$ cat src/rtl/matmul_engine_if.sv
// ============================================================================
// Module      : matmul_engine_if
// Description : Handshake bundle for matmul_engine: dimension request port,
//               operand stream port, result stream port and status flags.
// Revision    : 1.0 - initial release
// ============================================================================
`default_nettype none

interface matmul_engine_if #(
  parameter int DW   = 8,
  parameter int MAXD = 8,
  parameter int OW   = 16
);
  localparam int DIMW = $clog2(MAXD + 1);
  localparam int IW   = $clog2(MAXD);

  logic            cfg_valid;
  logic            cfg_ready;
  logic [DIMW-1:0] cfg_m;
  logic [DIMW-1:0] cfg_k;
  logic [DIMW-1:0] cfg_k2;
  logic [DIMW-1:0] cfg_n;

  logic            in_valid;
  logic            in_ready;
  logic [DW-1:0]   in_data;

  logic            out_valid;
  logic            out_ready;
  logic [OW-1:0]   out_data;
  logic [IW-1:0]   out_row;
  logic [IW-1:0]   out_col;
  logic            out_last;

  logic            busy;
  logic            err;

  // Host / load path side
  modport master (
    output cfg_valid, cfg_m, cfg_k, cfg_k2, cfg_n,
    output in_valid, in_data,
    output out_ready,
    input  cfg_ready, in_ready,
    input  out_valid, out_data, out_row, out_col, out_last,
    input  busy, err
  );

  // Engine side
  modport slave (
    input  cfg_valid, cfg_m, cfg_k, cfg_k2, cfg_n,
    input  in_valid, in_data,
    input  out_ready,
    output cfg_ready, in_ready,
    output out_valid, out_data, out_row, out_col, out_last,
    output busy, err
  );
endinterface

`default_nettype wire

$ cat src/rtl/matmul_engine.sv
// ============================================================================
// Module      : matmul_engine
// Description : Run-time sized unsigned matrix multiplier C = A x B.
//               Operands stream in over a valid/ready port (A then B, both
//               row-major), one MAC per cycle computes C, and C streams out
//               row-major over a second valid/ready port.
//               Optional macro MATMUL_SAT_EN: clamp results to 2^OW-1
//               instead of truncating to the low OW bits.
// Revision    : 1.0 - initial release
// ============================================================================
`default_nettype none

module matmul_engine #(
  parameter int DW   = 8,
  parameter int MAXD = 8,
  parameter int OW   = 16
) (
  input  logic           clk,
  input  logic           rst_n,
  matmul_engine_if.slave bus
);
  localparam int DIMW = $clog2(MAXD + 1);
  localparam int IW   = $clog2(MAXD);
  localparam int AW   = 2 * DW + $clog2(MAXD);

  localparam logic [DIMW-1:0] MAXD_D  = DIMW'(MAXD);
  localparam logic [AW-1:0]   OUT_MAX = AW'({OW{1'b1}});

  typedef enum logic [2:0] {
    S_IDLE    = 3'd0,
    S_LOAD_A  = 3'd1,
    S_LOAD_B  = 3'd2,
    S_COMPUTE = 3'd3,
    S_DRAIN   = 3'd4
  } state_t;

  state_t r_state;
  state_t w_next;

  // Latched dimensions (k2 only matters for the validity check)
  logic [DIMW-1:0] r_m;
  logic [DIMW-1:0] r_k;
  logic [DIMW-1:0] r_n;
  logic            r_err;

  // Operand load indices
  logic [IW-1:0]   r_ld_row;
  logic [IW-1:0]   r_ld_col;

  // Compute indices: C element (i,j), inner product step p
  logic [IW-1:0]   r_i;
  logic [IW-1:0]   r_j;
  logic [IW-1:0]   r_p;
  logic            r_store;
  logic [AW-1:0]   r_acc;

  // Drain indices, also the visible out_row/out_col
  logic [IW-1:0]   r_out_row;
  logic [IW-1:0]   r_out_col;

  // Matrix storage, never reset
  logic [DW-1:0]   r_a [MAXD][MAXD];
  logic [DW-1:0]   r_b [MAXD][MAXD];
  logic [OW-1:0]   r_c [MAXD][MAXD];

  logic            w_cfg_fire;
  logic            w_cfg_bad;
  logic            w_in_fire;
  logic            w_out_fire;
  logic [IW-1:0]   w_m_last;
  logic [IW-1:0]   w_k_last;
  logic [IW-1:0]   w_n_last;
  logic            w_ld_col_last;
  logic            w_ld_row_last;
  logic            w_p_last;
  logic            w_j_last;
  logic            w_i_last;
  logic            w_out_last;
  logic [AW-1:0]   w_prod;
  logic [AW-1:0]   w_acc_next;
  logic [OW-1:0]   w_narrow;

  logic            w_cfg_ready;
  logic            w_in_ready;
  logic            w_out_valid;
  logic            w_busy;

  // Handshakes are decoded straight from state so they never loop back
  // through the FSM output logic.
  assign w_cfg_fire = bus.cfg_valid & (r_state == S_IDLE);
  assign w_in_fire  = bus.in_valid & ((r_state == S_LOAD_A) | (r_state == S_LOAD_B));
  assign w_out_fire = bus.out_ready & (r_state == S_DRAIN);

  assign w_cfg_bad = (bus.cfg_k != bus.cfg_k2) |
                     (bus.cfg_m == '0) | (bus.cfg_k == '0) |
                     (bus.cfg_k2 == '0) | (bus.cfg_n == '0) |
                     (bus.cfg_m > MAXD_D) | (bus.cfg_k > MAXD_D) |
                     (bus.cfg_k2 > MAXD_D) | (bus.cfg_n > MAXD_D);

  // Dimensions are validated to 1..MAXD, so dim-1 always fits in IW bits
  assign w_m_last = IW'(r_m - 1'b1);
  assign w_k_last = IW'(r_k - 1'b1);
  assign w_n_last = IW'(r_n - 1'b1);

  // A is m x k, B is k x n
  assign w_ld_col_last = (r_ld_col == ((r_state == S_LOAD_A) ? w_k_last : w_n_last));
  assign w_ld_row_last = (r_ld_row == ((r_state == S_LOAD_A) ? w_m_last : w_k_last));

  assign w_p_last   = (r_p == w_k_last);
  assign w_j_last   = (r_j == w_n_last);
  assign w_i_last   = (r_i == w_m_last);
  assign w_out_last = (r_state == S_DRAIN) & (r_out_row == w_m_last) & (r_out_col == w_n_last);

  // Accumulator restarts from zero on the first step of each element
  assign w_prod     = AW'(r_a[r_i][r_p]) * AW'(r_b[r_p][r_j]);
  assign w_acc_next = ((r_p == '0) ? '0 : r_acc) + w_prod;

`ifdef MATMUL_SAT_EN
  assign w_narrow = (r_acc > OUT_MAX) ? {OW{1'b1}} : r_acc[OW-1:0];
`else
  assign w_narrow = r_acc[OW-1:0];
`endif

  // State register
  always_ff @(posedge clk) begin
    if (!rst_n) r_state <= S_IDLE;
    else        r_state <= w_next;
  end

  // Next-state and handshake-ready decode
  always_comb begin
    w_next      = r_state;
    w_cfg_ready = 1'b0;
    w_in_ready  = 1'b0;
    w_out_valid = 1'b0;
    w_busy      = 1'b1;
    case (r_state)
      S_IDLE: begin
        w_cfg_ready = 1'b1;
        w_busy      = 1'b0;
        if (w_cfg_fire && !w_cfg_bad) w_next = S_LOAD_A;
      end
      S_LOAD_A: begin
        w_in_ready = 1'b1;
        if (w_in_fire && w_ld_col_last && w_ld_row_last) w_next = S_LOAD_B;
      end
      S_LOAD_B: begin
        w_in_ready = 1'b1;
        if (w_in_fire && w_ld_col_last && w_ld_row_last) w_next = S_COMPUTE;
      end
      S_COMPUTE: begin
        if (r_store && w_j_last && w_i_last) w_next = S_DRAIN;
      end
      S_DRAIN: begin
        w_out_valid = 1'b1;
        if (w_out_fire && w_out_last) w_next = S_IDLE;
      end
      default: begin
        w_next = S_IDLE;
      end
    endcase
  end

  // Control registers: dimensions, error flag, load/compute/drain indices
  always_ff @(posedge clk) begin
    if (!rst_n) begin
      r_m       <= '0;
      r_k       <= '0;
      r_n       <= '0;
      r_err     <= 1'b0;
      r_ld_row  <= '0;
      r_ld_col  <= '0;
      r_i       <= '0;
      r_j       <= '0;
      r_p       <= '0;
      r_store   <= 1'b0;
      r_acc     <= '0;
      r_out_row <= '0;
      r_out_col <= '0;
    end else begin
      if (w_cfg_fire) begin
        r_m   <= bus.cfg_m;
        r_k   <= bus.cfg_k;
        r_n   <= bus.cfg_n;
        r_err <= w_cfg_bad;
      end

      if (w_in_fire) begin
        if (w_ld_col_last) begin
          r_ld_col <= '0;
          r_ld_row <= w_ld_row_last ? '0 : r_ld_row + 1'b1;
        end else begin
          r_ld_col <= r_ld_col + 1'b1;
        end
      end

      if (r_state == S_COMPUTE) begin
        if (!r_store) begin
          r_acc <= w_acc_next;
          if (w_p_last) begin
            r_p     <= '0;
            r_store <= 1'b1;
          end else begin
            r_p <= r_p + 1'b1;
          end
        end else begin
          r_store <= 1'b0;
          if (w_j_last) begin
            r_j <= '0;
            r_i <= w_i_last ? '0 : r_i + 1'b1;
          end else begin
            r_j <= r_j + 1'b1;
          end
        end
      end

      if (w_out_fire) begin
        if (w_out_last) begin
          r_out_row <= '0;
          r_out_col <= '0;
        end else if (r_out_col == w_n_last) begin
          r_out_col <= '0;
          r_out_row <= r_out_row + 1'b1;
        end else begin
          r_out_col <= r_out_col + 1'b1;
        end
      end
    end
  end

  // Matrix storage writes: operand loads and result stores
  always_ff @(posedge clk) begin
    if (w_in_fire && (r_state == S_LOAD_A)) r_a[r_ld_row][r_ld_col] <= bus.in_data;
    if (w_in_fire && (r_state == S_LOAD_B)) r_b[r_ld_row][r_ld_col] <= bus.in_data;
    if ((r_state == S_COMPUTE) && r_store)  r_c[r_i][r_j] <= w_narrow;
  end

  assign bus.cfg_ready = w_cfg_ready;
  assign bus.in_ready  = w_in_ready;
  assign bus.out_valid = w_out_valid;
  assign bus.out_data  = w_out_valid ? r_c[r_out_row][r_out_col] : '0;
  assign bus.out_row   = r_out_row;
  assign bus.out_col   = r_out_col;
  assign bus.out_last  = w_out_last;
  assign bus.busy      = w_busy;
  assign bus.err       = r_err;

endmodule

`default_nettype wire
$ cat src/flat_wrapper.sv
// flat-port wrapper written by rule: the top's interface ports become plain ports
module matmul_engine_flat 
#(
  parameter int DW   = 8,
  parameter int MAXD = 8,
  parameter int OW   = 16
)
  (clk, rst_n, bus_cfg_valid, bus_cfg_m, bus_cfg_k, bus_cfg_k2, bus_cfg_n, bus_in_valid, bus_in_data, bus_out_ready, bus_cfg_ready, bus_in_ready, bus_out_valid, bus_out_data, bus_out_row, bus_out_col, bus_out_last, bus_busy, bus_err);
  matmul_engine_if #(.DW(DW), .MAXD(MAXD), .OW(OW)) bus_i ();
  input  logic clk;
  input  logic rst_n;
  input wire logic [$bits(bus_i.cfg_valid)-1:0] bus_cfg_valid;
  input wire logic [$bits(bus_i.cfg_m)-1:0] bus_cfg_m;
  input wire logic [$bits(bus_i.cfg_k)-1:0] bus_cfg_k;
  input wire logic [$bits(bus_i.cfg_k2)-1:0] bus_cfg_k2;
  input wire logic [$bits(bus_i.cfg_n)-1:0] bus_cfg_n;
  input wire logic [$bits(bus_i.in_valid)-1:0] bus_in_valid;
  input wire logic [$bits(bus_i.in_data)-1:0] bus_in_data;
  input wire logic [$bits(bus_i.out_ready)-1:0] bus_out_ready;
  output wire logic [$bits(bus_i.cfg_ready)-1:0] bus_cfg_ready;
  output wire logic [$bits(bus_i.in_ready)-1:0] bus_in_ready;
  output wire logic [$bits(bus_i.out_valid)-1:0] bus_out_valid;
  output wire logic [$bits(bus_i.out_data)-1:0] bus_out_data;
  output wire logic [$bits(bus_i.out_row)-1:0] bus_out_row;
  output wire logic [$bits(bus_i.out_col)-1:0] bus_out_col;
  output wire logic [$bits(bus_i.out_last)-1:0] bus_out_last;
  output wire logic [$bits(bus_i.busy)-1:0] bus_busy;
  output wire logic [$bits(bus_i.err)-1:0] bus_err;
  assign bus_i.cfg_valid = bus_cfg_valid;
  assign bus_i.cfg_m = bus_cfg_m;
  assign bus_i.cfg_k = bus_cfg_k;
  assign bus_i.cfg_k2 = bus_cfg_k2;
  assign bus_i.cfg_n = bus_cfg_n;
  assign bus_i.in_valid = bus_in_valid;
  assign bus_i.in_data = bus_in_data;
  assign bus_i.out_ready = bus_out_ready;
  assign bus_cfg_ready = bus_i.cfg_ready;
  assign bus_in_ready = bus_i.in_ready;
  assign bus_out_valid = bus_i.out_valid;
  assign bus_out_data = bus_i.out_data;
  assign bus_out_row = bus_i.out_row;
  assign bus_out_col = bus_i.out_col;
  assign bus_out_last = bus_i.out_last;
  assign bus_busy = bus_i.busy;
  assign bus_err = bus_i.err;
  matmul_engine #(.DW(DW), .MAXD(MAXD), .OW(OW)) u_core (.clk(clk), .rst_n(rst_n), .bus(bus_i));
endmodule
$ cat config.mk
export PLATFORM = sky130hd
export DESIGN_NAME = matmul_engine_flat
export DESIGN_NICKNAME = d
export VERILOG_FILES = /design/src/rtl/matmul_engine_if.sv /design/src/rtl/matmul_engine.sv /design/src/flat_wrapper.sv
export SDC_FILE = /design/constraint.sdc
export NUM_CORES = 2
export LEC_CHECK = 0
export CORE_UTILIZATION = 65
export CTS_BUF_LIST = sky130_fd_sc_hd__clkbuf_4
export DETAILED_ROUTE_END_ITERATION = 16
export PLACE_DENSITY = 0.82
export SYNTH_ARGS = -nofsm -noshare
export SYNTH_HDL_FRONTEND = slang
export SYNTH_SLANG_ARGS = --single-unit
$ cat constraint.sdc
create_clock -name clk -period 14.2 [get_ports clk]
set_input_delay 2.84 -clock clk [delete_from_list [all_inputs] [get_ports clk]]
set_output_delay 2.84 -clock clk [all_outputs]
set_load 0.01 [all_outputs]
==> flow_summary.toml <==
[yosys]
syn_avg_cell_area_um2 = 21.50
ys_warn_count = 0
syn_inst = 3910
syn_nets = 4035
yosys.cell_types.count = 69
ys_seq_elements = 2108
ys_seq_area_share_pct = 74.59
async_reset_ff_share_pct = 0
synth_edf_count = 2048
synth-main-ff-cell = "edfxtp_1"
synth_top_area_share_pct = 73.16
syn_area_um2 = 84060
synthTopCellsByArea = "edfxtp_1 (73%), mux4_2 (17%), dfxtp_1 (1.4%)"
synth_top_area_cell = "edfxtp_1"

[routing]
dr.pass1.iters = 6
routed_wirelength_mm = 191.5
drcViolationCount = 0
vias = 42880
wl_per_cell_um = 29.77
ant_nets = 0
viasPerCell = 6.668
initialDrtViolationCount = 5349

[run]
drv_cap = 0

[setup_path]
cp_max_fo = 44
rr_endpoint = "u_core.r_acc[15]$_SDFFE_PN0P_"
cp_data_arrival_time_ns = 9.36
required_ns = 15.31
crit_end = "u_core.r_acc[15]$_SDFFE_PN0P_"
crit_path_start_kind = "register"
reg2regPathDepth = 18
end_kind = "register"
path_class = "register to register"
worst-r2r-setup-slack_ns = 5.95

[worst_hold_path]
hold_path_class = "register to register"

[global_routing]
grt_max_degree = 149
grt_pass1_vias = 44400
overflow = 0
track_usage_pct = 29.97
grt_pass1_wl_mm = 282.9
antenna_found_initial = 9

[sta]
rsz0062_at_grt = "false"
period_needed_ns = 8.255
final-hold-violation-count = 0
clock_skew_ns = 0.08611
finalSetupViolations = 0
timing.slew.headroom_pct = 11.44
slew_violations = 0
fmax_mhz = 121.1
fin_tns_setup_ns = 0
worst_pin_slew_ns = 1.328
finalCritPeriodShare_pct = 58.13

[cells_and_area]
fin_util_pct = 72.84
final_cell_mix = "edfxtp_1 (2048), clkbuf_4 (727), mux4_2 (627)"
multi_input_area_um2 = 20160
drive_above_1_share_pct = 33.11
fillers = 7138
final_common_cell = "edfxtp_1"
layout.nets = 4544
area.growth.synth_to_final_pct = 10.78
seqCellArea_um2 = 62760

[floorplan]
core-area_um2 = 127800
row_count = 131
dieArea_um2 = 130800
die_x_um = 361.6
initial_core_util_pct = 65.75
io_pins = 57
die_h_um = 361.6

[clock_network]
cts_setup_buffers = 0
htree_levels = 6
cts_buffer_depth = 4
cts_resized = 0
clock_latency_ns = 1.27
cts_tree = "yes"
numCtsBuffers = 532
cts-root-buf = "clkbuf_4"
clk_pin_slew_ns = 0.07
hold_buffers = 0
cts_sinks = 2108

[status]
status = "complete, no violations"

[placed_design]
place.gp.congestion = 0.9133
hpwl_mm = 111.9
io_buffer_count = 56

[power]
pwr_density_cell_nw_per_um2 = 126.3
max-vdd-ir-drop_uv = 95.49
leakagePower_nw = 30.22
## critical path: stages, from the launching register on
cell,delay [ns]
dfxtp_4,0.92
buf_4,0.78
mux4_2,0.62
mux4_2,0.47
a22o_1,0.30
a221oi_1,0.91
a21oi_1,0.16
fa_1,0.56
fa_1,0.53
fa_1,0.54
inv_1,0.05
fa_1,0.52
inv_1,0.04
ha_1,0.37
a2111o_1,0.41
o211ai_1,0.33
a21o_1,0.23
mux2i_1,0.21
nand3_1,0.10
## registers in the layout, summed over array words and instances (netlist names), named ones only
| signal | flops |
|---|---|
| u_core.r_m | 3 |
| u_core.r_a | 512 |
| u_core.r_ld_col | 3 |
| u_core.r_acc | 16 |
| u_core.r_state | 3 |
| u_core.r_j | 3 |
| u_core.r_k | 3 |
| u_core.bus.err | 1 |
| u_core.r_store | 1 |
| u_core.r_ld_row | 3 |
| u_core.r_i | 3 |
| u_core.bus.out_col | 3 |
| u_core.r_n | 3 |
| u_core.r_b | 512 |
| u_core.bus.out_row | 3 |
| u_core.r_p | 3 |
| u_core.r_c | 1024 |
## cells by family after synthesis
family	after synthesis	synth area share, %
buffers and inverters	283	1.465
AO/OA/AOI/OAI	155	1.283
flip-flops	2108	74.59
adder cells (fa/ha/maj)	96	1.875
multiplexers	691	17.57
AND/OR/NAND/NOR	539	2.809
XOR/XNOR	38	0.4123
## stage by stage
step / setup slack (ns) / instances / total power [mW] / cell area (µm²) / hold WS (ns)
after global routing: 5.563 / 6428 / 12.14 / 93120 / 0.4894
after detailed placement: 5.940 / 5547 / 6.986 / 86750 / 0.4592
after CTS: 5.933 / 6425 / 11.84 / 93110 / 0.4719
final: 5.945 / 6431 / 11.76 / 93120 / 0.4760
after floorplan: 8.013 / 3910 / 6.922 / 84060 / 0.4363
after global placement: 6.111 / 5547 / 6.981 / 86750 / 0.4446
## worst min path at each step
stage,startpoint,endpoint,slack [ns],cells past startpoint
floorplan,u_core.r_k[1]$_SDFFE_PN0P_,u_core.r_k[1]$_SDFFE_PN0P_,0.44,2
global placement,u_core.r_m[1]$_SDFFE_PN0P_,u_core.r_m[1]$_SDFFE_PN0P_,0.44,2
detailed placement,u_core.r_m[1]$_SDFFE_PN0P_,u_core.r_m[1]$_SDFFE_PN0P_,0.46,2
CTS,u_core.r_n[1]$_SDFFE_PN0P_,u_core.r_n[1]$_SDFFE_PN0P_,0.47,2
global route,u_core.r_n[1]$_SDFFE_PN0P_,u_core.r_n[1]$_SDFFE_PN0P_,0.49,2
finish,u_core.r_n[1]$_SDFFE_PN0P_,u_core.r_n[1]$_SDFFE_PN0P_,0.48,2
## cell type report
class                      count  area share [%]
tap                         1662           2.233
sequential                  2108           67.39
clock buffer                 727           5.861
antenna                        6         0.01612
clock inverter               151          0.9687
inverter                      90          0.3628
multi-input combinational   1519           21.65
timing repair buffer         168           1.524
## power breakdown
group	total (mW)	switching (mW)	internal, mW
combinational	0.0880	0.0705	0.0175
clock	4.91	2.34	2.57
sequential	6.77	0.00215	6.76
total	11.8	2.42	9.35
## cells in the mapped netlist, types with 4 or more instances
cell type  count
mux2_2         7
inv_1         87
and2_1        24
xnor2_1       16
edfxtp_1    2048
dfxtp_1       60
nand4_1        8
fa_1          50
and3_1         4
nand3_1       31
ha_1          46
a211oi_1       7
a22o_1         6
nor2b_1       13
clkbuf_1     105
a21o_1         7
a22oi_1       12
buf_2         42
o21ai_0       15
nand3b_1       8
buf_6         12
nand2_1      144
nor2_1       256
o22ai_1       18
mux2i_1       57
buf_1         27
or3_1          8
nor3_1        14
a221o_1        4
a21oi_1       44
nand2b_1      10
xor2_1        21
buf_4          7
nor3b_1        4
a31oi_1        4
mux4_2       627
## routing by layer
layer  wire length, µm  up-vias  global-route usage, %
met5                59        -                      0
met4              6723       10                  12.78
met1             68970    21940                  39.92
met2             94860     2948                  47.35
met3             20840      477                  8.327
li1                  -    17510                      -
Note: power is estimated with default switching activity, not from simulation.
